**src/rtl/fft8_pkg.sv**
```systemverilog
// Shared definitions for the iterative 8-point FFT sequencer:
// state encoding, data/twiddle widths, twiddle constants and the
// 3-bit bit-reversal helper used for input addressing.
package fft8_pkg;

    localparam int DW   = 9;          // sample width, real and imag each
    localparam int FRAC = 8;          // twiddle fractional bits
    localparam int TWW  = FRAC + 2;   // twiddle constant width (signed)

    typedef enum logic [1:0] {
        ST_LOAD   = 2'd0,
        ST_COMP   = 2'd1,
        ST_UNLOAD = 2'd2
    } state_t;

    // W^1 = (+0.707, -0.707), W^3 = (-0.707, -0.707) in Q.FRAC (181/256)
    localparam logic signed [TWW-1:0] W1R =  10'sd181;
    localparam logic signed [TWW-1:0] W1I = -10'sd181;
    localparam logic signed [TWW-1:0] W3R = -10'sd181;
    localparam logic signed [TWW-1:0] W3I = -10'sd181;

    function automatic logic [2:0] bitrev3(input logic [2:0] n);
        return {n[0], n[1], n[2]};
    endfunction

endpackage

```
**src/rtl/fft8_bfly_unit.sv**
```systemverilog
// Combinational radix-2 DIT complex butterfly:
//   t = W^e * B,  A' = A + t,  B' = A - t.
// W^0 and W^2 are exact pass / swap-negate paths; W^1 and W^3 use four
// products, each arithmetic-shifted right by FRAC before being summed.
// Optional macro FFT8_SAT_EN: saturate every add/sub to the DW-bit range;
// without it results wrap modulo 2^DW.
module fft8_bfly_unit
    import fft8_pkg::*;
#(
    parameter int DW   = 9,
    parameter int FRAC = 8
) (
    input  logic [DW-1:0] a_re,
    input  logic [DW-1:0] a_im,
    input  logic [DW-1:0] b_re,
    input  logic [DW-1:0] b_im,
    input  logic [1:0]    e,
    output logic [DW-1:0] top_re,
    output logic [DW-1:0] top_im,
    output logic [DW-1:0] bot_re,
    output logic [DW-1:0] bot_im
);

    localparam int PW = DW + TWW;   // full product width
    localparam int SW = DW + 3;     // headroom for A +/- t before fitting

`ifdef FFT8_SAT_EN
    localparam logic signed [SW-1:0] SAT_HI = {{(SW-DW+1){1'b0}}, {(DW-1){1'b1}}};
    localparam logic signed [SW-1:0] SAT_LO = {{(SW-DW+1){1'b1}}, {(DW-1){1'b0}}};
`endif

    // Bring a wide intermediate back into DW bits (saturate or wrap)
    function automatic logic [DW-1:0] fit(input logic signed [SW-1:0] v);
`ifdef FFT8_SAT_EN
        if (v > SAT_HI) begin
            return SAT_HI[DW-1:0];
        end else if (v < SAT_LO) begin
            return SAT_LO[DW-1:0];
        end else begin
            return v[DW-1:0];
        end
`else
        return v[DW-1:0];
`endif
    endfunction

    logic signed [TWW-1:0] wr, wi;
    logic signed [PW-1:0]  wr_x, wi_x, br_x, bi_x;
    logic signed [PW-1:0]  p_rr, p_ii, p_ri, p_ir;
    logic signed [SW-1:0]  s_rr, s_ii, s_ri, s_ir;
    logic signed [SW-1:0]  ar_s, ai_s, br_s, bi_s;
    logic signed [SW-1:0]  t_re, t_im;
    logic signed [SW-1:0]  sum_re, sum_im, dif_re, dif_im;

    // Twiddle product t = W^e * B followed by the add/sub pair
    always_comb begin
        wr = W1R;
        wi = W1I;
        if (e == 2'd3) begin
            wr = W3R;
            wi = W3I;
        end

        ar_s = SW'($signed(a_re));
        ai_s = SW'($signed(a_im));
        br_s = SW'($signed(b_re));
        bi_s = SW'($signed(b_im));

        wr_x = PW'(wr);
        wi_x = PW'(wi);
        br_x = PW'($signed(b_re));
        bi_x = PW'($signed(b_im));

        p_rr = wr_x * br_x;
        p_ii = wi_x * bi_x;
        p_ri = wr_x * bi_x;
        p_ir = wi_x * br_x;

        s_rr = SW'(p_rr >>> FRAC);
        s_ii = SW'(p_ii >>> FRAC);
        s_ri = SW'(p_ri >>> FRAC);
        s_ir = SW'(p_ir >>> FRAC);

        case (e)
            2'd0: begin
                t_re = br_s;
                t_im = bi_s;
            end
            2'd2: begin
                // (0,-1) * (br + j bi) = bi - j br
                t_re = bi_s;
                t_im = -br_s;
            end
            default: begin
                t_re = s_rr - s_ii;
                t_im = s_ri + s_ir;
            end
        endcase

        sum_re = ar_s + t_re;
        sum_im = ai_s + t_im;
        dif_re = ar_s - t_re;
        dif_im = ai_s - t_im;

        top_re = fit(sum_re);
        top_im = fit(sum_im);
        bot_re = fit(dif_re);
        bot_im = fit(dif_im);
    end

endmodule

```
**src/rtl/fft8_iter_ctrl.sv**
```systemverilog
// Iterative 8-point radix-2 DIT FFT sequencer sharing one butterfly.
// LOAD: accept 8 samples, stored bit-reversed. COMP: 12 in-place
// butterflies, one per cycle. UNLOAD: stream X0..X7 in natural order.
// Optional macro FFT8_SAT_EN (handled in fft8_bfly_unit): saturating
// butterfly arithmetic instead of wrap-around; timing is unchanged.
module fft8_iter_ctrl
    import fft8_pkg::*;
#(
    parameter int DW   = 9,
    parameter int FRAC = 8
) (
    input  logic          clk,
    input  logic          rst,
    input  logic          in_valid,
    output logic          in_ready,
    input  logic [DW-1:0] in_re,
    input  logic [DW-1:0] in_im,
    output logic          out_valid,
    input  logic          out_ready,
    output logic [DW-1:0] out_re,
    output logic [DW-1:0] out_im,
    output logic [2:0]    out_idx,
    output logic          out_last,
    output logic          busy
);

    state_t      state_reg, state_next;
    logic [2:0]  load_cnt_reg;
    logic [3:0]  comp_cnt_reg;
    logic [2:0]  out_idx_reg;

    logic [DW-1:0] ram_re_reg  [8];
    logic [DW-1:0] ram_im_reg  [8];
    logic [DW-1:0] ram_re_next [8];
    logic [DW-1:0] ram_im_next [8];

    logic        load_fire, comp_active, comp_last, unload_fire;
    logic [2:0]  load_addr, top_addr, bot_addr;
    logic [1:0]  tw_exp;
    logic [DW-1:0] bf_top_re, bf_top_im, bf_bot_re, bf_bot_im;

    // Next-state and handshake outputs
    always_comb begin
        state_next  = state_reg;
        in_ready    = 1'b0;
        out_valid   = 1'b0;
        busy        = 1'b0;
        load_fire   = 1'b0;
        comp_active = 1'b0;
        comp_last   = 1'b0;
        unload_fire = 1'b0;
        case (state_reg)
            ST_LOAD: begin
                in_ready  = 1'b1;
                load_fire = in_valid;
                if (in_valid && (load_cnt_reg == 3'd7)) begin
                    state_next = ST_COMP;
                end
            end
            ST_COMP: begin
                busy        = 1'b1;
                comp_active = 1'b1;
                comp_last   = (comp_cnt_reg == 4'd11);
                if (comp_last) begin
                    state_next = ST_UNLOAD;
                end
            end
            ST_UNLOAD: begin
                busy        = 1'b1;
                out_valid   = 1'b1;
                unload_fire = out_ready;
                if (out_ready && (out_idx_reg == 3'd7)) begin
                    state_next = ST_LOAD;
                end
            end
            default: begin
                state_next = ST_LOAD;
            end
        endcase
    end

    // State and counter registers
    always_ff @(posedge clk or posedge rst) begin
        if (rst) begin
            state_reg    <= ST_LOAD;
            load_cnt_reg <= 3'd0;
            comp_cnt_reg <= 4'd0;
            out_idx_reg  <= 3'd0;
        end else begin
            state_reg <= state_next;
            if (load_fire) begin
                load_cnt_reg <= load_cnt_reg + 3'd1;
            end
            if (comp_active) begin
                comp_cnt_reg <= comp_last ? 4'd0 : comp_cnt_reg + 4'd1;
            end
            if (unload_fire) begin
                out_idx_reg <= out_idx_reg + 3'd1;
            end
        end
    end

    // Butterfly address and twiddle generation from c = {s, k}
    always_comb begin
        load_addr = bitrev3(load_cnt_reg);
        case (comp_cnt_reg[3:2])
            2'd0: begin
                top_addr = {comp_cnt_reg[1:0], 1'b0};
                bot_addr = {comp_cnt_reg[1:0], 1'b1};
                tw_exp   = 2'd0;
            end
            2'd1: begin
                top_addr = {comp_cnt_reg[1], 1'b0, comp_cnt_reg[0]};
                bot_addr = {comp_cnt_reg[1], 1'b1, comp_cnt_reg[0]};
                tw_exp   = {comp_cnt_reg[0], 1'b0};
            end
            default: begin
                top_addr = {1'b0, comp_cnt_reg[1:0]};
                bot_addr = {1'b1, comp_cnt_reg[1:0]};
                tw_exp   = comp_cnt_reg[1:0];
            end
        endcase
    end

    fft8_bfly_unit #(
        .DW   (DW),
        .FRAC (FRAC)
    ) u_bfly (
        .a_re   (ram_re_reg[top_addr]),
        .a_im   (ram_im_reg[top_addr]),
        .b_re   (ram_re_reg[bot_addr]),
        .b_im   (ram_im_reg[bot_addr]),
        .e      (tw_exp),
        .top_re (bf_top_re),
        .top_im (bf_top_im),
        .bot_re (bf_bot_re),
        .bot_im (bf_bot_im)
    );

    // Per-entry write selection: load beat, butterfly top or bottom
    genvar gi;
    generate
        for (gi = 0; gi < 8; gi++) begin : g_ram_next
            logic wr_load, wr_top, wr_bot;
            assign wr_load = load_fire && (load_addr == 3'(gi));
            assign wr_top  = comp_active && (top_addr == 3'(gi));
            assign wr_bot  = comp_active && (bot_addr == 3'(gi));
            assign ram_re_next[gi] = wr_load ? in_re :
                                     wr_top  ? bf_top_re :
                                     wr_bot  ? bf_bot_re : ram_re_reg[gi];
            assign ram_im_next[gi] = wr_load ? in_im :
                                     wr_top  ? bf_top_im :
                                     wr_bot  ? bf_bot_im : ram_im_reg[gi];
        end
    endgenerate

    // Sample RAM, cleared by reset so no frame residue survives
    always_ff @(posedge clk or posedge rst) begin
        if (rst) begin
            for (int i = 0; i < 8; i++) begin
                ram_re_reg[i] <= '0;
                ram_im_reg[i] <= '0;
            end
        end else begin
            for (int i = 0; i < 8; i++) begin
                ram_re_reg[i] <= ram_re_next[i];
                ram_im_reg[i] <= ram_im_next[i];
            end
        end
    end

    assign out_idx  = out_idx_reg;
    assign out_last = out_valid && (out_idx_reg == 3'd7);
    assign out_re   = ram_re_reg[out_idx_reg];
    assign out_im   = ram_im_reg[out_idx_reg];

endmodule
```
**config.mk**
```make
export PLATFORM = sky130hd
export DESIGN_NAME = fft8_iter_ctrl
export DESIGN_NICKNAME = d
export VERILOG_FILES = /design/src/rtl/fft8_pkg.sv /design/src/rtl/fft8_bfly_unit.sv /design/src/rtl/fft8_iter_ctrl.sv
export SDC_FILE = /design/constraint.sdc
export NUM_CORES = 1
export LEC_CHECK = 0
export CAP_MARGIN = 5
export CORE_MARGIN = 2
export CORE_UTILIZATION = 35
export CTS_CLUSTER_DIAMETER = 60
export DETAILED_ROUTE_END_ITERATION = 10
export PLACE_DENSITY = 0.51
export SLEW_MARGIN = 15
export SYNTH_ARGS = -nofsm -noshare
export SYNTH_HDL_FRONTEND = slang
export SYNTH_HIERARCHICAL = 1
export SYNTH_SLANG_ARGS = --single-unit
```
**constraint.sdc**
```tcl
create_clock -name clk -period 19.8 [get_ports clk]
set_input_delay 3.96 -clock clk [delete_from_list [all_inputs] [get_ports clk]]
set_output_delay 3.96 -clock clk [all_outputs]
set_load 0.01 [all_outputs]
```
==> reports/results.tsv <==
metric	value	unit
min_period	11010	ps
detail_route.wl_per_cell	24.35	um
outcome	complete, no violations	
min_path_type	reg2reg	
insertion_delay	470	ps
avgSynthCellArea	8.954	sq um
cp_num_buf_inv	6	
cts_buffer_depth	2	
yosysTopAreaCell	dfrtp_1	
whs_endpoint	ram_im_reg[34]$_DFFE_PP0P_	
layout_worst_path_cycle_share	0.5561	
routed_wirelength	82040	um
drive_gt1_frac	0.1018	
viasPerCell	5.830	
grt_pass1_wl	125600	um
hpwl	58360	um
cts.sinks	156	
htree_levels	4	
worst_pin_slew	1348	ps
diodes	0	
worstSetupStartpointType	flip-flop	
port_buffers	46	
post-cts-setup-buffers	0	
synth_top_area_frac	0.1717	
slew_headroom	0.1015	
coreArea	64350	sq um
path_clk_slew	70	ps
netlist_instances	2539	
fillers	6394	
io_pins	47	
fin_nets	2932	
chipHeight	258.9	um
synth.ff_latch_count	156	
hp-start	ram_im_reg[34]$_DFFE_PP0P_	
synth_warnings	6	
die-area	67010	sq um
root_buffer	clkbuf_16	
grt_pass1_vias	20090	
yosys-top-cells-area	dfrtp_1 17%, fa_1 14%, ha_1 14%	
final.setup_skew	15.33	ps
synth_edf_count	0	
syn2layout_area_growth	8.481	%
timing_hold_violations_final	0	
cts_tree	yes	
crit_slowest_cell	buf_4	
r2r_slack	8790	ps
ant_nets	0	
crit_type	reg2reg	
drcViolationCount	0	
synth.cell_area	22730	sq um
cp.required	20210	ps
fp.dieW	258.9	um
reg2regPathDepth	35	
grt_max_degree	84	
cap_violations	0	
antenna_found_initial	0	
cts_resized	0	
timing.rr.start	comp_cnt_reg[0]$_DFFE_PP0P_	
synth.top_cells.by_count	331 x inv_1, 250 x ha_1, 197 x nand2_1	
crit_path_end_kind	flip-flop	
hold_depth	2	
drt_iter0_markers	1914	
drt_pass1_iterations	7	
crit_family	adder cells	
synth.most_common_cell	inv_1	
num_vias	19650	
slew_violations	0	
ys_types	91	
arrival	11420	ps
initial_utilization	0.3533	
synth-async-reset-ratio	1.000	
track_usage	0.2473	
grt_setup_unrepaired	false	
tns	0	ps
cts_buffers	17	
finalSetupViolations	0	
crit_fanout	83	
rows	93	
ys_seq_area_frac	0.1717	
hold_buffers	0	
place.gp.congestion	0.9162	
cp_slowest_stage_delay	750	ps
max_freq	0.09082	GHz
r2r-end	ram_im_reg[62]$_DFFE_PP0P_	
gr-total-overflow	0	
ys.flop_type	dfrtp_1	
[logic make-up (layout without fill, tap and decap cells)]
logic type,after synthesis,after routing,synth area share
AND/OR/NAND/NOR,585,585,0.1257
AO/OA/AOI/OAI,563,563,0.1707
buffers and inverters,500,475,0.09290
adder cells (fa/ha/maj),408,408,0.2767
multiplexers,196,196,0.1108
flip-flops,156,156,0.1717
XOR/XNOR,130,130,0.05129
other,1,2,0.0001649
[final cells by class]
cell class | count | area [sq um] | area share
clock buffers | 20 | 456.7 | 0.01852
well taps | 855 | 1070 | 0.04338
flip-flops and latches | 156 | 3913 | 0.1586
inverters | 332 | 1251 | 0.05073
multi-input cells | 1884 | 16840 | 0.6828
clock inverters | 12 | 185.2 | 0.007509
repair buffers | 111 | 948.4 | 0.03846
[metal layers]
layer  part of all wire  track usage  vias up
met1               0.43       0.3419     9711
met4              0.046       0.1077        0
met5                  0            0        -
met3              0.081      0.04411      223
met2               0.44       0.3775      939
li1                   -            -     8775
[tightest hold or removal path, stage by stage, from the launching register on]
cell	delay, ps
dfrtp_1	380
nand2_1	60
o31ai_1	60
[cells in the final DEF, fill, tap and decap left out, drive strengths merged, types with 18 or more instances in the layout]
master         count
fa               158
nor3              72
o31ai             33
dfrtp            156
xor2              32
nand2b            36
o211ai            22
a21oi            131
mux2              58
xnor2             96
mux2i            102
o221ai            42
nand3             40
a21o              23
a221oi            53
clkbuf            20
o21ai            107
buf               65
clkdlybuf4s50     46
ha               250
mux4              36
a31oi             23
and3              18
inv              334
o21bai            18
nand2            197
a211oi            22
nor2b             38
nor2             117
[how the worst max path moves through the flow]
| stage | from | to | depth (start not counted) |
|---|---|---|---|
| after floorplan | comp_cnt_reg[0]$_DFFE_PP0P_ | ram_re_reg[62]$_DFFE_PP0P_ | 37 |
| after global placement | comp_cnt_reg[0]$_DFFE_PP0P_ | ram_im_reg[62]$_DFFE_PP0P_ | 35 |
| after detailed placement | comp_cnt_reg[0]$_DFFE_PP0P_ | ram_im_reg[35]$_DFFE_PP0P_ | 35 |
| after CTS | comp_cnt_reg[0]$_DFFE_PP0P_ | ram_im_reg[35]$_DFFE_PP0P_ | 35 |
| after global routing | comp_cnt_reg[0]$_DFFE_PP0P_ | ram_im_reg[35]$_DFFE_PP0P_ | 35 |
| final | comp_cnt_reg[0]$_DFFE_PP0P_ | ram_im_reg[62]$_DFFE_PP0P_ | 35 |
[stage by stage]
step | cell area [sq um] | instances | setup WS, ps | hold slack, ps | util
after CTS | 24660 | 3370 | 8887 | 532.7 | 0.3833
after global placement | 24020 | 3338 | 9151 | 489.6 | 0.3733
final | 24660 | 3370 | 8789 | 530.2 | 0.3833
after global routing | 24660 | 3370 | 8257 | 555.4 | 0.3833
after detailed placement | 24020 | 3338 | 8923 | 512.3 | 0.3733
after floorplan | 22740 | 2540 | 10830 | 467.0 | -
Power is not shown: default switching activity piles up to over one toggle a cycle in this logic, so the estimate is an artifact.
==> patch: new RTL, config.mk and constraints unchanged <==
`DW` is set to 9 in 3 places; all go to 11.
--- a/src/rtl/fft8_pkg.sv
+++ b/src/rtl/fft8_pkg.sv
@@ -3,7 +3,7 @@
 // 3-bit bit-reversal helper used for input addressing.
 package fft8_pkg;
 
-    localparam int DW   = 9;          // sample width, real and imag each
+    localparam int DW   = 11;          // sample width, real and imag each
     localparam int FRAC = 8;          // twiddle fractional bits
     localparam int TWW  = FRAC + 2;   // twiddle constant width (signed)
 
--- a/src/rtl/fft8_bfly_unit.sv
+++ b/src/rtl/fft8_bfly_unit.sv
@@ -7,7 +7,7 @@
 module fft8_bfly_unit
     import fft8_pkg::*;
 #(
-    parameter int DW   = 9,
+    parameter int DW   = 11,
     parameter int FRAC = 8
 ) (
     input  logic [DW-1:0] a_re,
--- a/src/rtl/fft8_iter_ctrl.sv
+++ b/src/rtl/fft8_iter_ctrl.sv
@@ -6,7 +6,7 @@
 module fft8_iter_ctrl
     import fft8_pkg::*;
 #(
-    parameter int DW   = 9,
+    parameter int DW   = 11,
     parameter int FRAC = 8
 ) (
     input  logic          clk,
Ports: changed (resized in_im, in_re, out_im and out_re); port bits go from 47 to 55. No check against the original RTL was run, so the function may have changed too.
==> patch against the original RTL <==
Critical path depth up 8. Design area rose by 20%. Routed wire length increased by 27%. Synthesized cell count increased by 20%. Via count is 22% higher. Utilization is 0.14 points lower. Setup slack lost 0.62 ns. Sequential cell count increased by 32. Area after synthesis up 20%. Highest routed layer unchanged.
Power is left out: the tool's default activity adds up to more than one toggle a clock period on the data nets, which glitch-free logic cannot reach.
==> patch: results (changes against the original RTL) <==
| Metric | Value |
|---|---|
| Status | `finished clean (unchanged)` |
| Vias in the first global route | `24100 (was 20100)` |
| Main synth FF type | `dfrtp_1 (unchanged)` |
| Final WL | `104 mm (was 82.0 mm)` |
| Filler cells | `7747 (was 6394)` |
| Initial antenna violation count | `3 (was 0)` |
| Final-stage net count | `3497 (was 2932)` |
| CP max FO | `64 (was 83)` |
| Commonest cells post-synth | `341 x inv_1, 336 x ha_1, 237 x nor2_1, 188 x dfrtp_1, 178 x fa_1 (was 331 x inv_1, 250 x ha_1, 197 x nand2_1, 158 x fa_1, 156 x dfrtp_1)` |
| Worst path slowest cell | `dfrtp_4 (was buf_4)` |
| CP arrival | `12.02 ns (was 11.42 ns)` |
| Overall Global Routing Usage | `25.6% (was 24.7%)` |
| Inserted Diodes | `0 (unchanged)` |
| Num CTS Buffers | `17 (unchanged)` |
| FF-to-FF path depth | `43 (was 35)` |
| IO buf count | `54 (was 46)` |
| Placed wire-length estimate | `72.0 mm (was 58.4 mm)` |
| Post_cts resized | `0 (unchanged)` |
| Reg-to-Reg Start | `comp_cnt_reg[0] (unchanged)` |
| Clock-pin transition on the worst setup and hold timing paths | `~0.08 ns` |
| Mean routed wirelength per cell | `25.9 um (was 24.3 um)` |
| DR iter-0 viols | `2459 (was 1914)` |
| Cell variety after synth | `89 (was 91)` |
| Via/cell ratio | `5.99 (was 5.83)` |
| FF-to-FF End | `ram_re_reg[21] (was ram_im_reg[62])` |
| CP peak stage delay | `0.78 ns (was 0.75 ns)` |
| Syn Area/Cell | `8.98 sq um (was 8.95 sq um)` |
| Synth top area cells | `dfrtp_1 17%, ha_1 15%, fa_1 13% (was dfrtp_1 17%, fa_1 14%, ha_1 14%)` |
| Register area share after synthesis | `17.2% (about the same)` |
| GPL Wtd Cong | `0.913 (was 0.916)` |
| Initial DRT Pass Iterations | `9 (was 7)` |
| Skew final | `0.0159 ns (was 0.0153 ns)` |
| Slew headroom | `13.7% (was 10.2%)` |
| Global-route wire length before repair | `156 mm (was 126 mm)` |
| Largest net degree at the start of global routing | `122 (was 84)` |
| R2R Setup Slk | `8.17 ns (was 8.79 ns)` |
| Pre-CTS setup slack | `8.55 ns (was 8.92 ns)` |
| Worst setup SP type | `flop (unchanged)` |
| Layout cells sized above 1 | `9.94% (was 10.2%)` |
| Hold Crit Start | `ram_im_reg[34] (unchanged)` |
## patch: how the worst max path moves through the flow
| stage | endpoint | slack [ns] | cells after the start |
|---|---|---|---|
| 3_5_place_dp | ram_re_reg[21] | 8.55 | 43 |
| 2_1_floorplan | ram_re_reg[21] | 9.87 | 38 |
| 3_3_place_gp | ram_re_reg[21] | 8.63 | 43 |
| 4_1_cts | ram_re_reg[21] | 8.43 | 43 |
| 6_report | ram_re_reg[21] | 8.17 | 43 |
| 5_1_grt | ram_re_reg[21] | 7.56 | 44 |
## patch: layout make-up
type | count | area (sq um) | area share, %
clock buffer | 23 | 498 | 1.68
clock inverter | 8 | 131 | 0.444
inverter | 342 | 1290 | 4.36
multi-input combinational | 2284 | 20600 | 69.6
sequential | 188 | 4720 | 15.9
tap | 1040 | 1300 | 4.40
timing repair buffer | 124 | 1070 | 3.60
## patch: logic make-up (layout without fill, tap and decap cells)
group / after synthesis / in the layout / synth area share, %
other: 1 / 4 / 0.0137
xor gates and xnor gates: 138 / 138 / 4.47
buffers and inverters: 575 / 497 / 8.39
AOI/OAI and AO/OA: 727 / 727 / 18.8
and+or+nand+nor: 690 / 690 / 12.6
muxes: 211 / 211 / 10.1
DFF: 188 / 188 / 17.2
adders and majority gates: 514 / 514 / 28.4
## patch: layer usage
metal	track usage (%)	part of all wire, %	vias up
met2	39.1	44	1176
met4	9.96	4.2	0
met1	35.6	44	12000
met3	4.63	8.3	226
met5	0	0	-
li1	-	-	10600
## patch: critical path, delay by kind of cell (launching register included)
family	cells	cell delay, ns
adders and majority gates	8	3.22
AOI/OAI and AO/OA	14	3.03
buffers and inverters	9	1.86
and+or+nand+nor	8	1.53
xor gates and xnor gates	4	1.04
DFF	1	0.78
## patch: stage by stage
step / instance area (sq um) / hold slack, ns / util (%)
floorplan: 27400 / 0.468 / -
global placement: 28900 / 0.499 / 37.4
detailed placement: 28900 / 0.505 / 37.4
CTS: 29600 / 0.522 / 38.2
global route: 29600 / 0.542 / 38.2
finish: 29600 / 0.522 / 38.2
